===== config.mk =====
export PLATFORM = sky130hd
export DESIGN_NAME = demux4_register_bank
export DESIGN_NICKNAME = d
export VERILOG_FILES = /design/src/rtl/demux4_register_bank.sv
export SDC_FILE = /design/constraint.sdc
export NUM_CORES = 1
export LEC_CHECK = 0
export CAP_MARGIN = 5
export CORE_AREA = 4 4 68 70
export CTS_CLUSTER_SIZE = 12
export DETAILED_ROUTE_END_ITERATION = 8
export DIE_AREA = 0 0 72 74
export GPL_TIMING_DRIVEN = 0
export HOLD_SLACK_MARGIN = 0.05
export PLACE_DENSITY = 0.83
export RECOVER_POWER = 25
export SYNTH_ARGS = -nofsm -noshare
export SYNTH_HDL_FRONTEND = slang
export SYNTH_SLANG_ARGS = --single-unit

===== constraint.sdc =====
create_clock -name clk -period 3 [get_ports clk]
set_clock_uncertainty 0.15 [all_clocks]
set_input_delay 0.6 -clock clk [delete_from_list [all_inputs] [get_ports clk]]
set_output_delay 0.6 -clock clk [all_outputs]
set_load 0.1 [all_outputs]

===== src/rtl/demux4_register_bank.sv =====
// -----------------------------------------------------------------------------
// demux4_register_bank
//
// Steers one producer word into one of four one-entry output buffers, chosen
// by `select`. Each buffer is an independent valid/ready channel toward its
// consumer. A write to a buffer that is full and not being drained in the same
// cycle is refused: the data is dropped, `overflow` latches, and `drop_cnt`
// counts the refusal (saturating).
//
// Ports
//   clk                 single clock, rising edge
//   rst                 synchronous reset, active-high
//   wr_en               producer offers din this cycle
//   select [SELSIZE]    target channel code (OUT1..OUT4)
//   din    [WIDTH]      write data
//   wr_ready            combinational: a write to `select` would be accepted now
//   dout_1..dout_4      channel data registers
//   valid_1..valid_4    channel holds an unconsumed word
//   ready_1..ready_4    consumer takes the word this cycle
//   overflow            sticky: at least one write was refused
//   drop_cnt [CNTW]     refused-write count, saturating at all-ones
// -----------------------------------------------------------------------------
module demux4_register_bank #(
  parameter int                 WIDTH   = 8,
  parameter int                 SELSIZE = 2,
  parameter logic [SELSIZE-1:0] OUT1    = 2'b00,
  parameter logic [SELSIZE-1:0] OUT2    = 2'b01,
  parameter logic [SELSIZE-1:0] OUT3    = 2'b10,
  parameter logic [SELSIZE-1:0] OUT4    = 2'b11,
  parameter int                 CNTW    = 8
) (
  input  logic               clk,
  input  logic               rst,
  input  logic               wr_en,
  input  logic [SELSIZE-1:0] select,
  input  logic [WIDTH-1:0]   din,
  output logic               wr_ready,
  output logic [WIDTH-1:0]   dout_1,
  output logic [WIDTH-1:0]   dout_2,
  output logic [WIDTH-1:0]   dout_3,
  output logic [WIDTH-1:0]   dout_4,
  output logic               valid_1,
  output logic               valid_2,
  output logic               valid_3,
  output logic               valid_4,
  input  logic               ready_1,
  input  logic               ready_2,
  input  logic               ready_3,
  input  logic               ready_4,
  output logic               overflow,
  output logic [CNTW-1:0]    drop_cnt
);

  logic [SELSIZE-1:0] codes [4];
  logic [3:0]         rdy;
  logic [3:0]         drain;
  logic               sel_hit;
  logic [1:0]         sel_idx;
  logic               accept;
  logic               refuse;

  logic [WIDTH-1:0]   data_p0 [4];
  logic [3:0]         vld_p0;

  assign codes[0] = OUT1;
  assign codes[1] = OUT2;
  assign codes[2] = OUT3;
  assign codes[3] = OUT4;

  assign rdy   = {ready_4, ready_3, ready_2, ready_1};
  assign drain = vld_p0 & rdy;

  // Decode select to a channel index. Scanning from the top down lets the
  // lowest-numbered channel win if two codes were ever configured equal.
  // Codes matching no channel leave sel_hit low, which forces wr_ready low.
  always_comb begin
    sel_hit = 1'b0;
    sel_idx = 2'd0;
    for (int i = 3; i >= 0; i--) begin
      if (select == codes[i]) begin
        sel_hit = 1'b1;
        sel_idx = 2'(i);
      end
    end
  end

  // A full channel still accepts when its consumer drains in the same cycle,
  // giving back-to-back throughput with no bubble.
  assign wr_ready = sel_hit && (!vld_p0[sel_idx] || rdy[sel_idx]);
  assign accept   = wr_en && wr_ready;
  assign refuse   = wr_en && !wr_ready;

  // ---- stage p0: channel buffers and drop accounting ----
  always_ff @(posedge clk) begin
    if (rst) begin
      vld_p0   <= '0;
      overflow <= 1'b0;
      drop_cnt <= '0;
      for (int i = 0; i < 4; i++) begin
        data_p0[i] <= '0;
      end
    end else begin
      for (int i = 0; i < 4; i++) begin
        if (accept && (sel_idx == 2'(i))) begin
          data_p0[i] <= din;
          vld_p0[i]  <= 1'b1;
        end else if (drain[i]) begin
          vld_p0[i]  <= 1'b0;
        end
      end
      if (refuse) begin
        overflow <= 1'b1;
        if (drop_cnt != '1) begin
          drop_cnt <= drop_cnt + CNTW'(1);
        end
      end
    end
  end

  assign dout_1  = data_p0[0];
  assign dout_2  = data_p0[1];
  assign dout_3  = data_p0[2];
  assign dout_4  = data_p0[3];
  assign valid_1 = vld_p0[0];
  assign valid_2 = vld_p0[1];
  assign valid_3 = vld_p0[2];
  assign valid_4 = vld_p0[3];

endmodule

======== After elaboration in Yosys (flattened, before gate mapping) ========
Memories as Yosys holds them, arrays and structs flattened.
Index checks and enable logic that the tools add are counted.
operators by class
  add/subtract/negate cells ............... 1
  $lt $le $gt $ge ......................... 1
  equality and inequality tests ........... 7
  mux-type cells .......................... 38
  bitwise logic cells ..................... 5
  reduce and logical (&&, ||, !) cells .... 17
operators by type and width
  operator               number
  $mux W8                4
  $mux W1                28
  $add A8 B1 Y8 const B  1
  $eq A2 B2 Y1 const B   4
  $mux W2                4
  $ne A8 B8 Y1 const B   1
  $reduce_bool A2 Y1     4
  $logic_and A1 B1 Y1    7
  $and A4 B4 Y4          1
  $bmux W1 S2            2
  $eq A2 B1 Y1 const B   2
  $logic_not A2 Y1       2
  $or A1 B1 Y1           4
  $lt A2 B3 Y1 const B   1
  $logic_not A1 Y1       2
  $reduce_and A2 Y1      1
  $logic_or A1 B1 Y1     1
word-level totals
  register bits after elaboration ......... 13
  memory bits (writable) .................. 32
  bits of input ports ..................... 17
  output and inout bits ................... 46
  logic and storage cells ................. 76
  memories kept ........................... 1
memory list
  memory   words  width  read ports  clocked after Yosys merged registers in  write ports  line  text
  data_p0  4      8      4           0                                        4            62    logic [WIDTH-1:0] data_p0 [4];

======== Logic depth before layout (Yosys ltp) ========
Gate-level depths: netlist of run 1.
  depth in word-level cells ............... 16
  mapped depth ............................ 6
  depth with buffers taken out ............ 5

======== Worst setup path after synthesis of run 1 ========
No wires, ideal clock.
  path type ............................... register to output
  start point ............................. register vld_p0[2]
  end point ............................... output wr_ready
  data arrival time ....................... 2.137 ns
  data required time ...................... 2.250 ns
  setup slack ............................. 0.113 ns
  cell stages (with the launch flop) ...... 4
  path buffers ............................ 0
  path through ............................ dfxtp_1 nand2b_1 o211ai_1 nand2_1
between the ends
  longest elaborated chain between the ends .. 5
RTL lines
  element                          line  text
  start, declared                  63    logic [3:0] vld_p0;
  start signal, assigned           96    vld_p0 <= '0;
  start signal, assigned by index  106   vld_p0[i] <= 1'b1;
  start signal, assigned by index  108   vld_p0[i] <= 1'b0;
  $bmux W1 S2                      89    assign wr_ready = sel_hit && (!vld_p0[sel_idx] || rdy[sel_idx]);
  $mux W1 (not written as such)    89
  $logic_not A1 Y1                 89
  $logic_or A1 B1 Y1               89
  $logic_and A1 B1 Y1              89
  end, declared                    37    output logic wr_ready,
No other way between the ends. The select of a mux whose other input is x is not followed.

======== Worst setup path in the final report of run 1 ========
  start point ............................. input ready_1
  end point ............................... output wr_ready
between the ends
  longest elaborated chain between the ends .. 4
RTL lines
  element                        line  text
  start, declared                46    input logic ready_1,
  $bmux W1 S2                    89
  $mux W1 (not written as such)  89
  $logic_or A1 B1 Y1             89
  $logic_and A1 B1 Y1            89
No other way between the ends. The select of a mux whose other input is x is not followed.

==> results of run 1 <==
cells in the mapped netlist, drive strengths merged (2+ instances only):
cell type	n	area, um^2
dfxtp	13	260.3
nor2b	3	18.77
a31o	2	17.52
a211oi	3	27.52
a21oi	3	15.01
buf	2	22.52
mux2	2	22.52
inv	5	18.77
edfxtp	32	960.9
nor2	2	7.510
o31ai	3	22.52
a31oi	2	12.51
nand2	4	15.01
nand3	2	10.01
or4	3	22.52
o21ai	7	35.03
nand2b	2	12.51
nand4	2	12.51
nor3	9	55.05
and2	32	200.2
and4	3	26.28
worst register-to-register path: stages (launching register included):
cell     delay, ns
dfxtp_1       0.31
nor2b_1       0.16
a211o_1       0.40
o21ai_0       0.88
power by group:
group          switching, mW  internal [mW]  total, mW
Clock                  0.193          0.242      0.435
Sequential           0.00889          0.690      0.699
Combinational          0.238         0.0707      0.308
metal layers:
layer	global-route usage, %	wire length [um]	vias up
met3	5.405	385	5
met4	5.428	55	0
li1	-	-	699
met2	26.22	1857	63
met5	0	0	-
met1	20.00	1723	645
area by class of cell:
type	instances	area, um^2	share of cell area, %
Inverter	6	22.52	0.8435
Multi-Input combinational cell	97	631.9	23.66
Timing Repair Buffer	62	609.3	22.82
Sequential cell	45	1221	45.74
Clock inverter	2	35.03	1.312
Tap cell	50	62.56	2.343
Clock buffer	5	68.82	2.577
Buffer	3	18.77	0.7029
worst paths after layout:
kind / startpoint / endpoint / slack (ns) / depth (start not counted)
min: overflow$_SDFFE_PP0P_ / overflow$_SDFFE_PP0P_ / 0.32 / 1
min reg2reg: overflow$_SDFFE_PP0P_ / overflow$_SDFFE_PP0P_ / 0.32 / 1
max: ready_1 / wr_ready / 0.20 / 5
max reg2reg: vld_p0[1]$_SDFFE_PP0P_ / data_p0[0][5]$_SDFFCE_PN0P_ / 0.72 / 3
logic make-up (layout without fill, tap and decap cells):
kind of cell | Yosys count | count (layout) | synth area share, %
multiplexers | 3 | 3 | 1.687
buffers and inverters | 9 | 78 | 2.530
AND/OR/NAND/NOR | 66 | 66 | 22.06
flip-flops | 45 | 45 | 63.34
adder cells (fa/ha/maj) | 1 | 1 | 0.6488
AO/OA/AOI/OAI | 27 | 27 | 9.734
stage by stage:
stage	instances	setup TNS [ns]	total power, mW	setup WS [ns]
floorplan	151	0	0.9399	0.1127
global placement	262	-0.8615	1.025	-0.5660
detailed placement	262	-0.7796	1.027	-0.5509
CTS	270	0	1.453	0.01043
global route	270	0	1.487	0.1562
finish	270	0	1.443	0.2030
repair_timing:
item,4_1_cts,5_1_grt
resized for setup,3,2
pin swaps,1,0
setup buffers,1,0
endpoints found under the setup margin,1,1
sequential cells by signal, indices dropped and copies added (netlist names):
name / cells
data_p0: 32
drop_cnt: 8
vld_p0: 4
overflow: 1
cell usage in the layout (no fill, tap or decap), types with 2 or more instances in the layout:
master / netlist / routed
and2_0: 0 / 15
dfxtp_1: 13 / 13
clkbuf_8: 0 / 5
o21ai_0: 7 / 7
mux2_2: 2 / 2
or4_1: 3 / 3
nor2_1: 2 / 2
clkbuf_1: 1 / 3
a21oi_1: 3 / 3
edfxtp_1: 32 / 32
nor3_1: 7 / 9
o31ai_1: 3 / 3
and4_1: 3 / 3
nand4_1: 2 / 2
and2_1: 32 / 17
nand3_1: 2 / 2
a31o_2: 2 / 2
nand2_1: 4 / 4
nand2b_1: 2 / 2
a31oi_1: 2 / 2
nor2b_1: 3 / 3
clkdlybuf4s50_1: 0 / 59
a211oi_1: 2 / 3
inv_1: 5 / 5
==> impl_metrics.py, run 1 <==
metrics = {
    "final_layout": {
        "final_area_um2": 2670,
        "drive_gt1_share_pct": 6.364,
        "num_antenna_cells": 0,
        "nFillCells": 302,
        "nets": 238,
        "areaGrowthSynthToFinish_pct": 38.48,
        "finish.utilization_pct": 67.23,
    },
    "setup_path": {
        "crit_chain": "clkdlybuf4s50_1 > nor3b_1 > a211o_1 > nand2_1 > buf_2",
        "criticalPathCategory": "in -> out",
        "critPathTopFamily": "buffers and inverters",
        "crit_slowest_cell": "clkdlybuf4s50_1",
        "path_max_fanout": 7,
        "slowest_delay_ns": 0.49,
        "crit_path_end_kind": "output port",
        "crit_path_start_kind": "primary input",
        "crit_buf_inv": 2,
        "arrival_ns": 2.05,
        "worstPathRequired_ns": 2.25,
    },
    "die": {
        "io_pins": 63,
        "fp-row-count": 23,
        "die_h_um": 74,
        "dieArea_um2": 5328,
        "start_util_pct": 48.55,
        "die_w_um": 72,
        "core_area_um2": 3971,
    },
    "global_routing": {
        "grt_overflow": 0,
        "grt_pass1_wl_um": 6389,
        "grt_usage_pct": 15.98,
        "grt_max_degree": 14,
        "antenna_found_initial": 0,
        "grt_pass1_vias": 1348,
    },
    "yosys": {
        "yosysWarnings": 0,
        "ys.flop_type": "edfxtp_1",
        "synth-edff-count": 32,
        "avgSynthCellArea_um2": 12.77,
        "synth_seq_cells": 45,
        "syn_inst": 151,
        "syn-num-nets": 169,
        "netlist_area_um2": 1928,
        "yosysSeqAreaShare_pct": 63.34,
        "synth_cell_type_count": 38,
        "async_flop_share_pct": 0,
    },
    "route": {
        "routed_wl_um": 4022,
        "vias": 1412,
        "drtAntennaViolNets": 0,
        "dr.pass1.iters": 4,
        "drt_iter0_drc": 61,
        "drc_errors": 0,
        "avgViaCountPerCell": 5.230,
        "wl_per_cell_um": 14.90,
    },
    "sta": {
        "period_needed_ns": 2.797,
        "finalCritPeriodShare_pct": 93.23,
        "rsz0062_at_grt": "false",
        "fmax_mhz": 357.5,
        "worst_pin_slew_ns": 1.102,
        "hold_viol": 0,
        "slew_headroom_pct": 26.08,
        "report.final.slew_viol_count": 0,
        "setup_violations": 0,
        "whs_ns": 0.3244,
    },
    "clocking": {
        "cts_tree": "built",
        "cts_root_buf": "clkbuf_8",
        "cts_sinks": 45,
        "clk_latency_ns": 0.29,
        "cts-hold-fix-buffers": 0,
        "cts_buffers": 5,
        "h-tree-depth": 2,
        "ctsLongestPathBuffers": 2,
        "clk_pin_slew_ns": 0.08,
    },
    "placed_design": {
        "hpwl_um": 2981,
        "portBuffers": 61,
        "place.gp.congestion": 0.8861,
        "place_area_um2": 2601,
    },
    "hold_path": {
        "hold_path_class": "reg -> reg",
    },
    "outcome": {
        "outcome": "finished clean",
    },
    "pwr": {
        "p_per_area_nw_per_um2": 540.3,
        "leakage_nw": 0.9572,
        "ir_drop_mv": 0.3011,
    },
    "run": {
        "cap_violations": 0,
    },
}
Power figures use the tool's default switching activity.
==> run 2, diff against run 1 <==
--- a/config.mk
+++ b/config.mk
@@ -6,13 +6,13 @@
 export NUM_CORES = 1
 export LEC_CHECK = 0
 export CAP_MARGIN = 5
-export CORE_AREA = 4 4 68 70
+export CORE_AREA = 4 4 86 88
+export CTS_BUF_LIST = sky130_fd_sc_hd__clkbuf_2 sky130_fd_sc_hd__clkbuf_4 sky130_fd_sc_hd__clkbuf_8
 export CTS_CLUSTER_SIZE = 12
 export DETAILED_ROUTE_END_ITERATION = 8
-export DIE_AREA = 0 0 72 74
+export DIE_AREA = 0 0 90 92
 export GPL_TIMING_DRIVEN = 0
 export HOLD_SLACK_MARGIN = 0.05
-export PLACE_DENSITY = 0.83
 export RECOVER_POWER = 25
 export SYNTH_ARGS = -nofsm -noshare
 export SYNTH_HDL_FRONTEND = slang
==> run 2 against run 1 <==
Utilization fell by 26 points. Sequential power is essentially flat. Count of clock-buffer cells in the layout unchanged. Final area is 2.4% higher. Die area rose by 55%. Hold slack gained 0.015 ns. Sequential cell count unchanged. Via count grew 2.1%. Routed wire length is 16% higher. Total power about the same. Worst setup slack got worse by 0.13 ns. Cell count up 11%.
==> impl_metrics.py, run 2 (synthesis results as in run 1) <==
metrics = {
    "outcome": {
        "outcome": "finished clean",
    },
    "placed_design": {
        "hpwl_um": 3478,
        "place.gp.congestion": 0.8257,
        "portBuffers": 61,
    },
    "setup_path": {
        "arrival_ns": 2.18,
        "crit_path_end_kind": "output port",
        "worstPathRequired_ns": 2.25,
        "criticalPathCategory": "in -> out",
        "crit_path_start_kind": "primary input",
        "path_max_fanout": 7,
    },
    "clocking": {
        "cts_tree": "built",
        "h-tree-depth": 2,
        "cts_root_buf": "clkbuf_8",
        "clk_pin_slew_ns": 0.08,
        "cts-hold-fix-buffers": 0,
        "cts_buffers": 5,
        "cts_sinks": 45,
        "clk_latency_ns": 0.29,
        "ctsLongestPathBuffers": 2,
    },
    "sta": {
        "slew_headroom_pct": 16.78,
        "period_needed_ns": 2.926,
        "rsz0062_at_grt": "false",
        "worst_pin_slew_ns": 1.235,
        "hold_viol": 0,
        "setup_violations": 0,
        "report.final.slew_viol_count": 0,
        "fmax_mhz": 341.8,
        "finalCritPeriodShare_pct": 97.53,
        "whs_ns": 0.3389,
    },
    "die": {
        "fp-row-count": 30,
        "die_w_um": 90,
        "core_area_um2": 6644,
        "dieArea_um2": 8280,
        "start_util_pct": 29.02,
        "io_pins": 63,
        "die_h_um": 92,
    },
    "route": {
        "vias": 1442,
        "drt_iter0_drc": 33,
        "routed_wl_um": 4647,
        "dr.pass1.iters": 4,
        "drc_errors": 0,
        "wl_per_cell_um": 15.44,
        "drtAntennaViolNets": 0,
        "avgViaCountPerCell": 4.791,
    },
    "global_routing": {
        "grt_usage_pct": 11.45,
        "antenna_found_initial": 0,
        "grt_overflow": 0,
        "grt_pass1_wl_um": 7541,
        "grt_max_degree": 14,
        "grt_pass1_vias": 1470,
    },
    "pwr": {
        "ir_drop_mv": 0.2438,
        "finalPower_mw": 1.443,
        "p_per_area_nw_per_um2": 527.6,
        "leakage_nw": 0.9746,
    },
    "final_layout": {
        "layout_commonest_cell": "clkdlybuf4s50_1",
        "areaGrowthSynthToFinish_pct": 41.86,
        "nFillCells": 644,
        "num_antenna_cells": 0,
        "nets": 239,
        "layout_common_cells": "57 x clkdlybuf4s50_1, 32 x edfxtp_1, 18 x and2_1, 14 x and2_0, 13 x dfxtp_1",
        "finish.utilization_pct": 41.17,
        "drive_gt1_share_pct": 8.145,
        "largestRegisters": "data_p0 (32), drop_cnt (8), vld_p0 (4)",
        "largest_register_ffs": 32,
        "regMostFlops": "data_p0",
    },
    "run": {
        "cap_violations": 0,
    },
    "hold_path": {
        "hold_path_class": "reg -> reg",
    },
}
run 2: metal layers:
metal  global-route usage (%)  part of all wire [%]
met1                    14.21                    43
met3                    3.610                   7.5
met5                        0                     0
met4                    2.296                  0.77
met2                    19.66                    48
run 2: worst max-delay path: stages:
cell           delay (ns)
dlygate4sd3_1        0.60
nor3b_4              0.07
a211o_1              0.35
nand2_1              0.12
buf_2                0.43
run 2: repair_timing:
| action | 4_1_cts | 5_1_grt |
|---|---|---|
| buffers inserted | 1 | 0 |
| pin swaps | 1 | 0 |
| endpoints found under the setup margin | 1 | 30 |
| gates resized for setup | 3 | 3 |
run 2: layout make-up:
class                   instances  area, um^2  area share [%]
multi-input cells              97       643.1           23.51
repair buffers                 63       614.3           22.46
clock buffers                   5       68.82           2.516
clock inverters                 2       35.03           1.281
inverters                       6       26.28          0.9607
plain buffers                   3       26.28          0.9607
flip-flops and latches         45        1221           44.65
well taps                      80       100.1           3.660
run 2: report_power, final:
group,switching [mW],internal (mW)
Combinational,0.241,0.0727
Sequential,0.00991,0.690
Clock,0.188,0.242
run 2: worst paths after layout:
path,start,endpoint,slack [ns],depth (start not counted)
setup / recovery,ready_1,wr_ready,0.07,5
setup reg to reg,vld_p0[1]$_SDFFE_PP0P_,data_p0[1][6]$_SDFFCE_PN0P_,0.61,3
hold reg to reg,overflow$_SDFFE_PP0P_,overflow$_SDFFE_PP0P_,0.34,1
hold / removal,overflow$_SDFFE_PP0P_,overflow$_SDFFE_PP0P_,0.34,1
run 2: per-stage QoR:
step | cells | area, um^2 | setup slack [ns] | TNS, ns
floorplan | 151 | 1928 | 0.1127 | 0
global placement | 292 | 2639 | -0.5765 | -6.219
global route | 301 | 2735 | 0.03824 | 0
finish | 301 | 2735 | 0.07418 | 0
detailed placement | 292 | 2639 | -0.5650 | -6.087
CTS | 300 | 2751 | 0.01028 | 0
==> run 3, diff against run 2 <==
--- a/config.mk
+++ b/config.mk
@@ -13,6 +13,7 @@
 export DIE_AREA = 0 0 90 92
 export GPL_TIMING_DRIVEN = 0
 export HOLD_SLACK_MARGIN = 0.05
+export PLACE_DENSITY_LB_ADDON = 0.2
 export RECOVER_POWER = 25
 export SYNTH_ARGS = -nofsm -noshare
 export SYNTH_HDL_FRONTEND = slang
==> run 3 against run 2 <==
Sequential cell count unchanged. Register-to-register slack gained 0.06 ns. Routed wire length down 4.1%. Highest routed layer unchanged. Largest power group unchanged.
==> impl_metrics.py, run 3 (synthesis results as in run 1) <==
metrics = {
    "global_routing": {
        "grt_max_degree": 16,
        "grt_pass1_vias": 1402,
        "grt_pass1_wl_um": 7182,
        "grt_overflow": 0,
        "antenna_found_initial": 0,
        "grt_usage_pct": 10.93,
    },
    "final_layout": {
        "largest_register_ffs": 32,
        "largestRegisters": "data_p0 (32), drop_cnt (8), vld_p0 (4)",
        "layout_commonest_cell": "clkdlybuf4s50_1",
        "drive_gt1_share_pct": 6.787,
        "num_antenna_cells": 0,
        "final_cells": 301,
        "finish.utilization_pct": 40.92,
        "regMostFlops": "data_p0",
        "areaGrowthSynthToFinish_pct": 41.01,
        "layout_common_cells": "58 x clkdlybuf4s50_1, 32 x edfxtp_1, 18 x and2_1, 14 x and2_0, 13 x dfxtp_1",
        "nets": 238,
    },
    "sta": {
        "fmax_mhz": 350.3,
        "hold_viol": 0,
        "report.final.slew_viol_count": 0,
        "finalCritPeriodShare_pct": 95.17,
        "slew_headroom_pct": 21.68,
        "setup_violations": 0,
        "fin_tns_setup_ns": 0,
        "rsz0062_at_grt": "false",
        "worst_pin_slew_ns": 1.163,
        "period_needed_ns": 2.855,
    },
    "clocking": {
        "cts-hold-fix-buffers": 0,
        "cts_buffers": 5,
        "cts_sinks": 45,
        "h-tree-depth": 2,
        "clk_pin_slew_ns": 0.09,
        "cts_tree": "built",
        "clk_latency_ns": 0.30,
        "cts_root_buf": "clkbuf_8",
        "ctsLongestPathBuffers": 2,
    },
    "route": {
        "drc_errors": 0,
        "avgViaCountPerCell": 4.764,
        "routed_wl_um": 4458,
        "drt_iter0_drc": 51,
        "vias": 1434,
        "dr.pass1.iters": 4,
        "drtAntennaViolNets": 0,
        "wl_per_cell_um": 14.81,
    },
    "placed_design": {
        "numPlacedInstances": 292,
        "portBuffers": 61,
        "hpwl_um": 3311,
        "place.gp.congestion": 0.7668,
    },
    "die": {
        "core_area_um2": 6644,
        "start_util_pct": 29.02,
        "io_pins": 63,
        "die_w_um": 90,
        "die_h_um": 92,
        "fp-row-count": 30,
        "dieArea_um2": 8280,
    },
    "outcome": {
        "outcome": "finished clean",
    },
    "pwr": {
        "p_per_area_nw_per_um2": 541.0,
        "leakage_nw": 0.9589,
        "ir_drop_mv": 0.1845,
    },
    "run": {
        "cap_violations": 0,
    },
    "setup_path": {
        "crit_path_start_kind": "primary input",
        "worstPathRequired_ns": 2.25,
        "crit_path_end_kind": "output port",
        "path_max_fanout": 7,
        "r2r_setup_slack_ns": 0.67,
        "arrival_ns": 2.11,
        "criticalPathCategory": "in -> out",
    },
    "hold_path": {
        "hold_path_class": "reg -> reg",
    },
}
-- run 3: changes by cell type in the layout (fill, tap and decap cells not counted) --
| cell | change |
|---|---|
| clkbuf_1 | +1 |
| clkinv_4 | +1 |
| nor3b_1 | +1 |
| clkinv_2 | -1 |
| nor3b_4 | -1 |
| clkdlybuf4s50_1 | +1 |
| clkinv_1 | +1 |
| dlygate4sd3_1 | -1 |
| buf_2 | -1 |
| buf_6 | -1 |
-- run 3: worst paths after layout --
check,startpoint,endpoint,depth (start not counted)
worst max-delay path,ready_1,wr_ready,5
worst min-delay path,overflow$_SDFFE_PP0P_,overflow$_SDFFE_PP0P_,1
worst max register to register,vld_p0[1]$_SDFFE_PP0P_,data_p0[1][1]$_SDFFCE_PN0P_,3
worst min register to register,overflow$_SDFFE_PP0P_,overflow$_SDFFE_PP0P_,1
-- run 3: power breakdown --
group          switching, mW  internal (mW)  total (mW)
Sequential            0.0102          0.690       0.700
Combinational          0.238         0.0705       0.309
Clock                  0.213          0.249       0.462
Total                  0.461           1.01        1.47
-- run 3: cell type report --
class | count | area, um^2
Sequential cell | 45 | 1221
Buffer | 3 | 18.77
Clock inverter | 3 | 46.29
Multi-Input combinational cell | 97 | 631.9
Clock buffer | 5 | 68.82
Inverter | 6 | 22.52
Tap cell | 80 | 100.1
Fill cell | 668 | 3925
Timing Repair Buffer | 62 | 609.3
-- run 3: stage by stage --
| step | hold slack [ns] | cell area, um^2 | total power [mW] | worst slack (ns) |
|---|---|---|---|---|
| floorplan | 0.6403 | 1928 | 0.9399 | 0.1127 |
| global placement | 0.3195 | 2639 | 1.030 | -0.5770 |
| detailed placement | 0.3144 | 2639 | 1.031 | -0.5584 |
| CTS | 0.3498 | 2763 | 1.495 | 0.01963 |
| global route | 0.3735 | 2719 | 1.524 | 0.02915 |
| finish | 0.3533 | 2719 | 1.471 | 0.1450 |
-- run 3: routing by layer --
layer / share of wire, % / up-vias / GRT usage (%)
met5: 0 / - / 0
met1: 49 / 674 / 14.27
met3: 6.1 / 2 / 3.610
li1: - / 700 / -
met4: 0.52 / 0 / 3.444
met2: 44 / 58 / 17.17
-- run 3: worst max-delay path: stages --
cell	delay, ns
dlygate4sd3_1	0.55
nor3b_1	0.07
a211o_1	0.37
nand2_1	0.09
buf_2	0.42
-- run 3: repair_timing --
action / CTS / global route
resized for setup: 3 / 2
pin swaps: 1 / 0
endpoints found under the setup margin: 1 / 1
setup buffers: 1 / 0
